## src/rtl/fetch_prefetch_pkg.sv

```systemverilog
// Shared types and defaults for the instruction-fetch stage.
// Holds the {pc, instr} prefetch entry layout.
package fetch_pkg;

  localparam int unsigned XLEN_DEF    = 32;
  localparam logic [31:0] RESET_PC_DEF = 32'h0000_0000;
  localparam int unsigned INSTR_BYTES = 4;

  typedef struct packed {
    logic [XLEN_DEF-1:0] pc;
    logic [XLEN_DEF-1:0] instr;
  } fetch_entry_t;

endpackage

```

## src/rtl/fetch_prefetch_if.sv

```systemverilog
// Fetch-stage bus: imem request/response, redirect, decode output.
// master = fetch stage, slave = memory/decode side.
interface fetch_prefetch_if #(
  parameter int unsigned XLEN = 32
);

  logic            imem_req_valid;
  logic            imem_req_ready;
  logic [XLEN-1:0] imem_req_addr;
  logic            imem_rsp_valid;
  logic [XLEN-1:0] imem_rsp_data;
  logic            redirect_valid;
  logic [XLEN-1:0] redirect_pc;
  logic            out_valid;
  logic            out_ready;
  logic [XLEN-1:0] out_pc;
  logic [XLEN-1:0] out_instr;

  modport master (
    output imem_req_valid, imem_req_addr,
    output out_valid, out_pc, out_instr,
    input  imem_req_ready,
    input  imem_rsp_valid, imem_rsp_data,
    input  redirect_valid, redirect_pc,
    input  out_ready
  );

  modport slave (
    input  imem_req_valid, imem_req_addr,
    input  out_valid, out_pc, out_instr,
    output imem_req_ready,
    output imem_rsp_valid, imem_rsp_data,
    output redirect_valid, redirect_pc,
    output out_ready
  );

endinterface

```

## src/rtl/fetch_prefetch_sync_fifo.sv

```systemverilog
// Small synchronous FIFO with clear and occupancy count.
// Head is read straight from registered storage.
module sync_fifo #(
  parameter int unsigned WIDTH = 8,
  parameter int unsigned DEPTH = 4
) (
  input  logic                     clk,
  input  logic                     rst,
  input  logic                     clr_i,
  input  logic                     push_i,
  input  logic [WIDTH-1:0]         data_i,
  input  logic                     pop_i,
  output logic [WIDTH-1:0]         data_o,
  output logic                     valid_o,
  output logic [$clog2(DEPTH):0]   count_o
);

  localparam int unsigned AW = $clog2(DEPTH);
  localparam logic [AW:0] FULL = (AW+1)'(DEPTH);

  logic [WIDTH-1:0] mem_q [DEPTH];
  logic [AW-1:0]    wr_q;
  logic [AW-1:0]    rd_q;
  logic [AW:0]      cnt_q;
  logic             do_pop;
  logic             do_push;

  assign do_pop  = pop_i && (cnt_q != '0);
  assign do_push = push_i && ((cnt_q != FULL) || do_pop);
  assign data_o  = mem_q[rd_q];
  assign valid_o = (cnt_q != '0);
  assign count_o = cnt_q;

  // Storage write; contents need no reset since count gates validity.
  always_ff @(posedge clk) begin
    if (do_push && !clr_i) mem_q[wr_q] <= data_i;
  end

  // Pointer and occupancy bookkeeping; clear empties in one cycle.
  always_ff @(posedge clk) begin
    if (rst || clr_i) begin
      wr_q  <= '0;
      rd_q  <= '0;
      cnt_q <= '0;
    end else begin
      if (do_push) wr_q <= wr_q + AW'(1);
      if (do_pop)  rd_q <= rd_q + AW'(1);
      cnt_q <= cnt_q + {{AW{1'b0}}, do_push} - {{AW{1'b0}}, do_pop};
    end
  end

endmodule

```

## src/rtl/fetch_prefetch.sv

```systemverilog
// Instruction-fetch stage: PC, pipelined imem requests, prefetch FIFO.
// Redirect flushes the buffer and drops stale in-flight responses.
module fetch_prefetch
  import fetch_pkg::*;
#(
  parameter int unsigned    XLEN     = XLEN_DEF,
  parameter int unsigned    DEPTH    = 4,
  parameter logic [XLEN-1:0] RESET_PC = RESET_PC_DEF
) (
  input logic            clk,
  input logic            rst,
  fetch_prefetch_if.master bus
);

  localparam int unsigned CW = $clog2(DEPTH) + 1;

  logic [XLEN-1:0] pc_q, pc_d;
  logic [CW-1:0]   outst_q, outst_d;
  logic [CW-1:0]   drop_q, drop_d;
  logic [CW-1:0]   count;
  logic [CW-1:0]   credit;
  logic            req_fire;
  logic            rsp_keep;
  logic            pop;
  logic [XLEN-1:0] tag_head;
  logic            tag_valid;
  logic [CW-1:0]   tag_cnt_unused;
  logic [1:0]      rpc_lo_unused;
  fetch_entry_t    wr_ent;
  fetch_entry_t    rd_ent;

  assign credit   = CW'(DEPTH) - count - outst_q;
  assign bus.imem_req_valid = (credit != '0) && !bus.redirect_valid;
  assign bus.imem_req_addr  = pc_q;
  assign req_fire = bus.imem_req_valid && bus.imem_req_ready;
  assign rsp_keep = bus.imem_rsp_valid && (drop_q == '0)
                 && !bus.redirect_valid && tag_valid;
  assign pop      = bus.out_valid && bus.out_ready;
  assign rpc_lo_unused = bus.redirect_pc[1:0];

  assign wr_ent = '{pc: tag_head, instr: bus.imem_rsp_data};
  assign bus.out_pc    = rd_ent.pc;
  assign bus.out_instr = rd_ent.instr;

  // Next PC, in-flight count and stale-response drop count.
  always_comb begin
    pc_d    = pc_q;
    drop_d  = drop_q;
    outst_d = outst_q + CW'(req_fire) - CW'(bus.imem_rsp_valid);
    if (req_fire) pc_d = pc_q + XLEN'(INSTR_BYTES);
    if (bus.redirect_valid) begin
      pc_d   = {bus.redirect_pc[XLEN-1:2], 2'b00};
      drop_d = outst_q - CW'(bus.imem_rsp_valid);
    end else if (bus.imem_rsp_valid && (drop_q != '0)) begin
      drop_d = drop_q - CW'(1);
    end
  end

  // Fetch state registers.
  always_ff @(posedge clk) begin
    if (rst) begin
      pc_q    <= RESET_PC;
      outst_q <= '0;
      drop_q  <= '0;
    end else begin
      pc_q    <= pc_d;
      outst_q <= outst_d;
      drop_q  <= drop_d;
    end
  end

  sync_fifo #(
    .WIDTH (XLEN),
    .DEPTH (DEPTH)
  ) u_tag_q (
    .clk     (clk),
    .rst     (rst),
    .clr_i   (bus.redirect_valid),
    .push_i  (req_fire),
    .data_i  (pc_q),
    .pop_i   (rsp_keep),
    .data_o  (tag_head),
    .valid_o (tag_valid),
    .count_o (tag_cnt_unused)
  );

  sync_fifo #(
    .WIDTH ($bits(fetch_entry_t)),
    .DEPTH (DEPTH)
  ) u_data_q (
    .clk     (clk),
    .rst     (rst),
    .clr_i   (bus.redirect_valid),
    .push_i  (rsp_keep),
    .data_i  (wr_ent),
    .pop_i   (pop),
    .data_o  (rd_ent),
    .valid_o (bus.out_valid),
    .count_o (count)
  );

endmodule

```

## src/flat_wrapper.sv

```systemverilog
// flat-port wrapper written by rule: the top's interface ports become plain ports
module fetch_prefetch_flat import fetch_pkg::*;
#(
  parameter int unsigned    XLEN     = XLEN_DEF,
  parameter int unsigned    DEPTH    = 4,
  parameter logic [XLEN-1:0] RESET_PC = RESET_PC_DEF
)
  (clk, rst, bus_imem_req_valid, bus_imem_req_addr, bus_out_valid, bus_out_pc, bus_out_instr, bus_imem_req_ready, bus_imem_rsp_valid, bus_imem_rsp_data, bus_redirect_valid, bus_redirect_pc, bus_out_ready);
  fetch_prefetch_if #(.XLEN(XLEN)) bus_i ();
  input logic clk;
  input logic rst;
  output wire logic [$bits(bus_i.imem_req_valid)-1:0] bus_imem_req_valid;
  output wire logic [$bits(bus_i.imem_req_addr)-1:0] bus_imem_req_addr;
  output wire logic [$bits(bus_i.out_valid)-1:0] bus_out_valid;
  output wire logic [$bits(bus_i.out_pc)-1:0] bus_out_pc;
  output wire logic [$bits(bus_i.out_instr)-1:0] bus_out_instr;
  input wire logic [$bits(bus_i.imem_req_ready)-1:0] bus_imem_req_ready;
  input wire logic [$bits(bus_i.imem_rsp_valid)-1:0] bus_imem_rsp_valid;
  input wire logic [$bits(bus_i.imem_rsp_data)-1:0] bus_imem_rsp_data;
  input wire logic [$bits(bus_i.redirect_valid)-1:0] bus_redirect_valid;
  input wire logic [$bits(bus_i.redirect_pc)-1:0] bus_redirect_pc;
  input wire logic [$bits(bus_i.out_ready)-1:0] bus_out_ready;
  assign bus_imem_req_valid = bus_i.imem_req_valid;
  assign bus_imem_req_addr = bus_i.imem_req_addr;
  assign bus_out_valid = bus_i.out_valid;
  assign bus_out_pc = bus_i.out_pc;
  assign bus_out_instr = bus_i.out_instr;
  assign bus_i.imem_req_ready = bus_imem_req_ready;
  assign bus_i.imem_rsp_valid = bus_imem_rsp_valid;
  assign bus_i.imem_rsp_data = bus_imem_rsp_data;
  assign bus_i.redirect_valid = bus_redirect_valid;
  assign bus_i.redirect_pc = bus_redirect_pc;
  assign bus_i.out_ready = bus_out_ready;
  fetch_prefetch #(.XLEN(XLEN), .DEPTH(DEPTH), .RESET_PC(RESET_PC)) u_core (.clk(clk), .rst(rst), .bus(bus_i));
endmodule
```

## config.mk

```make
export PLATFORM = sky130hd
export DESIGN_NAME = fetch_prefetch_flat
export DESIGN_NICKNAME = d
export VERILOG_FILES = /design/src/rtl/fetch_prefetch_pkg.sv /design/src/rtl/fetch_prefetch_if.sv /design/src/rtl/fetch_prefetch_sync_fifo.sv /design/src/rtl/fetch_prefetch.sv /design/src/flat_wrapper.sv
export SDC_FILE = /design/constraint.sdc
export NUM_CORES = 1
export LEC_CHECK = 0
export BUFFER_PORTS_ARGS = -buffer_cell sky130_fd_sc_hd__buf_4
export CORE_MARGIN = 3
export CORE_UTILIZATION = 49
export DETAILED_ROUTE_END_ITERATION = 12
export PLACE_DENSITY_LB_ADDON = 0.15
export SLEW_MARGIN = 20
export SYNTH_ARGS = -nofsm -noshare
export SYNTH_HDL_FRONTEND = slang
export SYNTH_SLANG_ARGS = --single-unit
```

## constraint.sdc

```tcl
create_clock -name clk -period 3.3 [get_ports clk]
set_input_delay 0.495 -clock clk [delete_from_list [all_inputs] [get_ports clk]]
set_output_delay 0.495 -clock clk [all_outputs]
set_load 0.01 [all_outputs]
```

==> summary.md <==
| Metric | Value |
|---|---|
| Post-synth EDFFs | `approximately 370` |
| Synthesized area | `16440 um^2` |
| Die area | `roughly 36000 um^2` |
| RSZ-0062 raised after global routing | `no` |
| Seq cells post-synth | `between 400 and 500` |
| F_max | `331.5 MHz` |
| Post-CTS setup buffer count | `0` |
| Cell variety after synth | `49` |
| Setup ws final | `between 200 and 300 ps` |
| Pre-CTS setup slack | `roughly 160 ps` |
| GPL Wtd Cong | `roughly 0.8` |
| GRT Util Overall | `a little under a fifth` |
| Max clock buf depth | `3` |
| CTS tree | `built` |
| CTS clk-pin slew, worst paths | `approximately 60 ps` |
| FF-to-FF Start | `u_core.u_data_q.count_o[1]` |
| TritonCTS buffer count | `42` |
| Cts hold-fix bufs | `0` |
| Max Slew Vio Count | `0` |
| Initial Util | `roughly half` |
| Setup crit end kind | `flop` |
| DR pass1 iterations | `5` |
| Max VDD drop | `roughly 290 uV` |
| Share of post-route cells with drive strength above 1 | `34.73%` |
| Setup_tns | `0 ps` |
| DIE HEIGHT | `approximately 190 um` |
| DRT Wirelength | `32650 um` |
| Fin nets | `approximately 1.2k` |
| Ys async rst share | `0%` |
| Vias per inst | `5.496` |
| Hold Path End | `u_core.u_data_q.mem_q[2][17]` |
| First-pass GRT wire length | `slightly above 50000 um` |
| Worst skew pair latency | `~520 ps` |
| Worst-path fanout max | `4` |
| Iteration-0 DRC Markers | `568` |
| Syn-to-layout area delta | `20.34%` |
| Reg2Reg Depth | `13` |
| Final antenna-violating net count | `0` |
| N_diodes | `0` |
| Worst Skew | `around 10 ps` |
| # fillers | `about 2.4k` |
| Worst setup SP type | `flop` |
| Yosys top cell by area | `edfxtp_1` |
| Top cells by count, synth | `edfxtp_1, mux4_2, dfxtp_1` |
| Worst slew pin tran | `about 630 ps` |
| Dpl hpwl | `20940 um` |
| Final Critical Period | `roughly 3000 ps` |
| Initial antenna violation count | `0` |
| Synth top area cells | `edfxtp_1, mux4_2, dfxtp_1, ha_1, xnor2_1` |
| WHS Path Cells | `1` |
| H-tree Lvls | `2` |
| Leakage | `~6.6 nW` |
| Required time of the critical path | `approximately 3700 ps` |
| Critical setup path kind | `flop to flop` |
| Resized cells post-CTS | `0` |
| Chip width | `around 190 um` |
| Residual DRC | `0` |
| YS warnings | `0` |
| Most frequent cell after synthesis | `edfxtp_1` |
| Tcrit/Tclk final | `between 90% and 100%` |
| Total gr overflow | `0` |
| Max-Cap Viols | `0` |
| Root buffer cell | `clkbuf_16` |
| Final hold vios | `0` |
| # IOs | `168` |
| Status | `finished, final reports clean` |
| WL/cell | `~21 um` |
| Flop2flop setup slack | `between 200 and 300 ps` |
| Vias post-DR | `about 8.4k` |
| Worst Hold Class | `primary input to flop` |
| Largest net degree at the start of global routing | `between 50 and 60` |
| Pwr dens | `~590 nW/um^2` |
| Most used DFF post-synth | `edfxtp_1` |
| Post-Syn Instances | `~850` |
| Number of global-route vias before repair | `8688` |
| Row cnt | `between 60 and 70` |
| Mapped Avg Cell Area | `between 15 and 20 um^2` |
| I/O Buffers | `about 160` |
| Sequential cell area fraction in the yosys report | `around 74%` |
| CTS sink count | `around 420` |
| Core Region | `between 30000 and 40000 um^2` |
| Final setup vio count | `0` |
| Utilization after layout | `between 60% and 70%` |
| Top-area cell type share of the netlist area | `between 60 and 70%` |
| Max-slew headroom | `approximately 58%` |
| R2r endpoint | `u_core.u_tag_q.count_o[2]` |
| Hold path startpoint | `bus_imem_rsp_data[17]` |
| Critical Path AT | `3420 ps` |
-- critical path, stage by stage (launching register included) --
cell and delay, ps:
dfxtp_1 350, ha_1 290, inv_1 40, ha_1 210, xor2_2 240, xor2_1 200, o21ai_0 210, o21ai_1 270
o21ai_0 130, ha_1 210, fa_1 380, xnor2_1 170, xnor2_1 130, nor2_1 60
-- cell type report --
type                    instances  area [um^2]  share of cell area [%]
repair buffers                205         1652                   8.349
clock inverters                21        105.1                  0.5313
multi-input cells             363         4046                   20.45
clock buffers                  56         1187                   6.002
flip-flops and latches        422        12140                   61.36
inverters                      27        101.3                  0.5123
well taps                     442        553.0                   2.796
-- cell families (layout without fill, tap and decap cells) --
kind of cell / after synthesis / in the layout / share of synthesized area [%]
multiplexers: 95 / 95 / 12.79
adder cells (fa/ha/maj): 23 / 23 / 1.888
AO/OA/AOI/OAI: 77 / 77 / 3.821
flip-flops: 422 / 422 / 73.80
other: 1 / 4 / 0.02281
buffers and inverters: 72 / 309 / 1.796
AND/OR/NAND/NOR: 128 / 128 / 3.973
XOR/XNOR: 36 / 36 / 1.918
-- placed cells by master (no fill, tap or decap), drive strengths merged, types with 14 or more instances in the layout --
cell type,netlist,layout
nor2,42,42
a211oi,29,29
nand3,14,14
inv,27,28
ha,20,20
dfxtp,54,54
clkbuf,27,56
clkinv,0,19
nand2,19,19
edfxtp,368,368
mux4,92,92
xnor2,28,28
buf,18,205
-- worst max-delay path by stage --
stage	slack, ps	from	to	cells past startpoint
3_3_place_gp	170	u_core.u_data_q.count_o[1]	u_core.u_tag_q.count_o[2]	13
6_report	280	u_core.u_data_q.count_o[1]	u_core.u_tag_q.count_o[2]	13
2_1_floorplan	300	u_core.u_data_q.count_o[1]	u_core.u_tag_q.mem_q[1][10]	8
3_5_place_dp	160	u_core.u_data_q.count_o[1]	u_core.u_tag_q.count_o[2]	13
4_1_cts	130	u_core.u_data_q.count_o[1]	u_core.u_tag_q.count_o[2]	13
5_1_grt	30	u_core.u_data_q.count_o[1]	u_core.u_tag_q.count_o[2]	13
-- per-layer routing --
metal  vias to the layer above  GRT usage, %  share of wire (%)
met1                      4327         25.84                 44
met3                        38         2.981                5.0
met2                       215         30.50                 49
li1                       3862             -                  -
met4                         0         4.325                1.7
met5                         -             0                  0
-- power breakdown --
group / total, mW / internal, mW / leakage, nW / switching [mW]
clock network: 4.40 / 2.53 / 0.640 / 1.87
registers: 6.13 / 6.03 / 3.78 / 0.104
logic: 1.11 / 0.452 / 2.15 / 0.656
total: 11.6 / 9.01 / 6.58 / 2.63
-- state kept, by name, indices dropped and copies added (netlist names), 3 cells and up, named ones only --
register                  flops
u_core.u_data_q.mem_q       248
u_core.u_tag_q.mem_q        120
u_core.bus.imem_req_addr     30
u_core.drop_q                 3
u_core.outst_q                3
u_core.u_data_q.count_o       3
u_core.u_tag_q.count_o        3
-- stage by stage --
step | cells | instance area (um^2) | power [mW] | hold slack, ps
floorplan | 857 | 16460 | 6.884 | 484.7
global placement | 1458 | 18480 | 7.316 | 503.9
detailed placement | 1459 | 18480 | 7.346 | 508.6
CTS | 1536 | 19780 | 11.79 | 140.2
global route | 1536 | 19780 | 12.12 | 147.8
finish | 1536 | 19780 | 11.64 | 166.5
(Power assumes the default switching activity.)
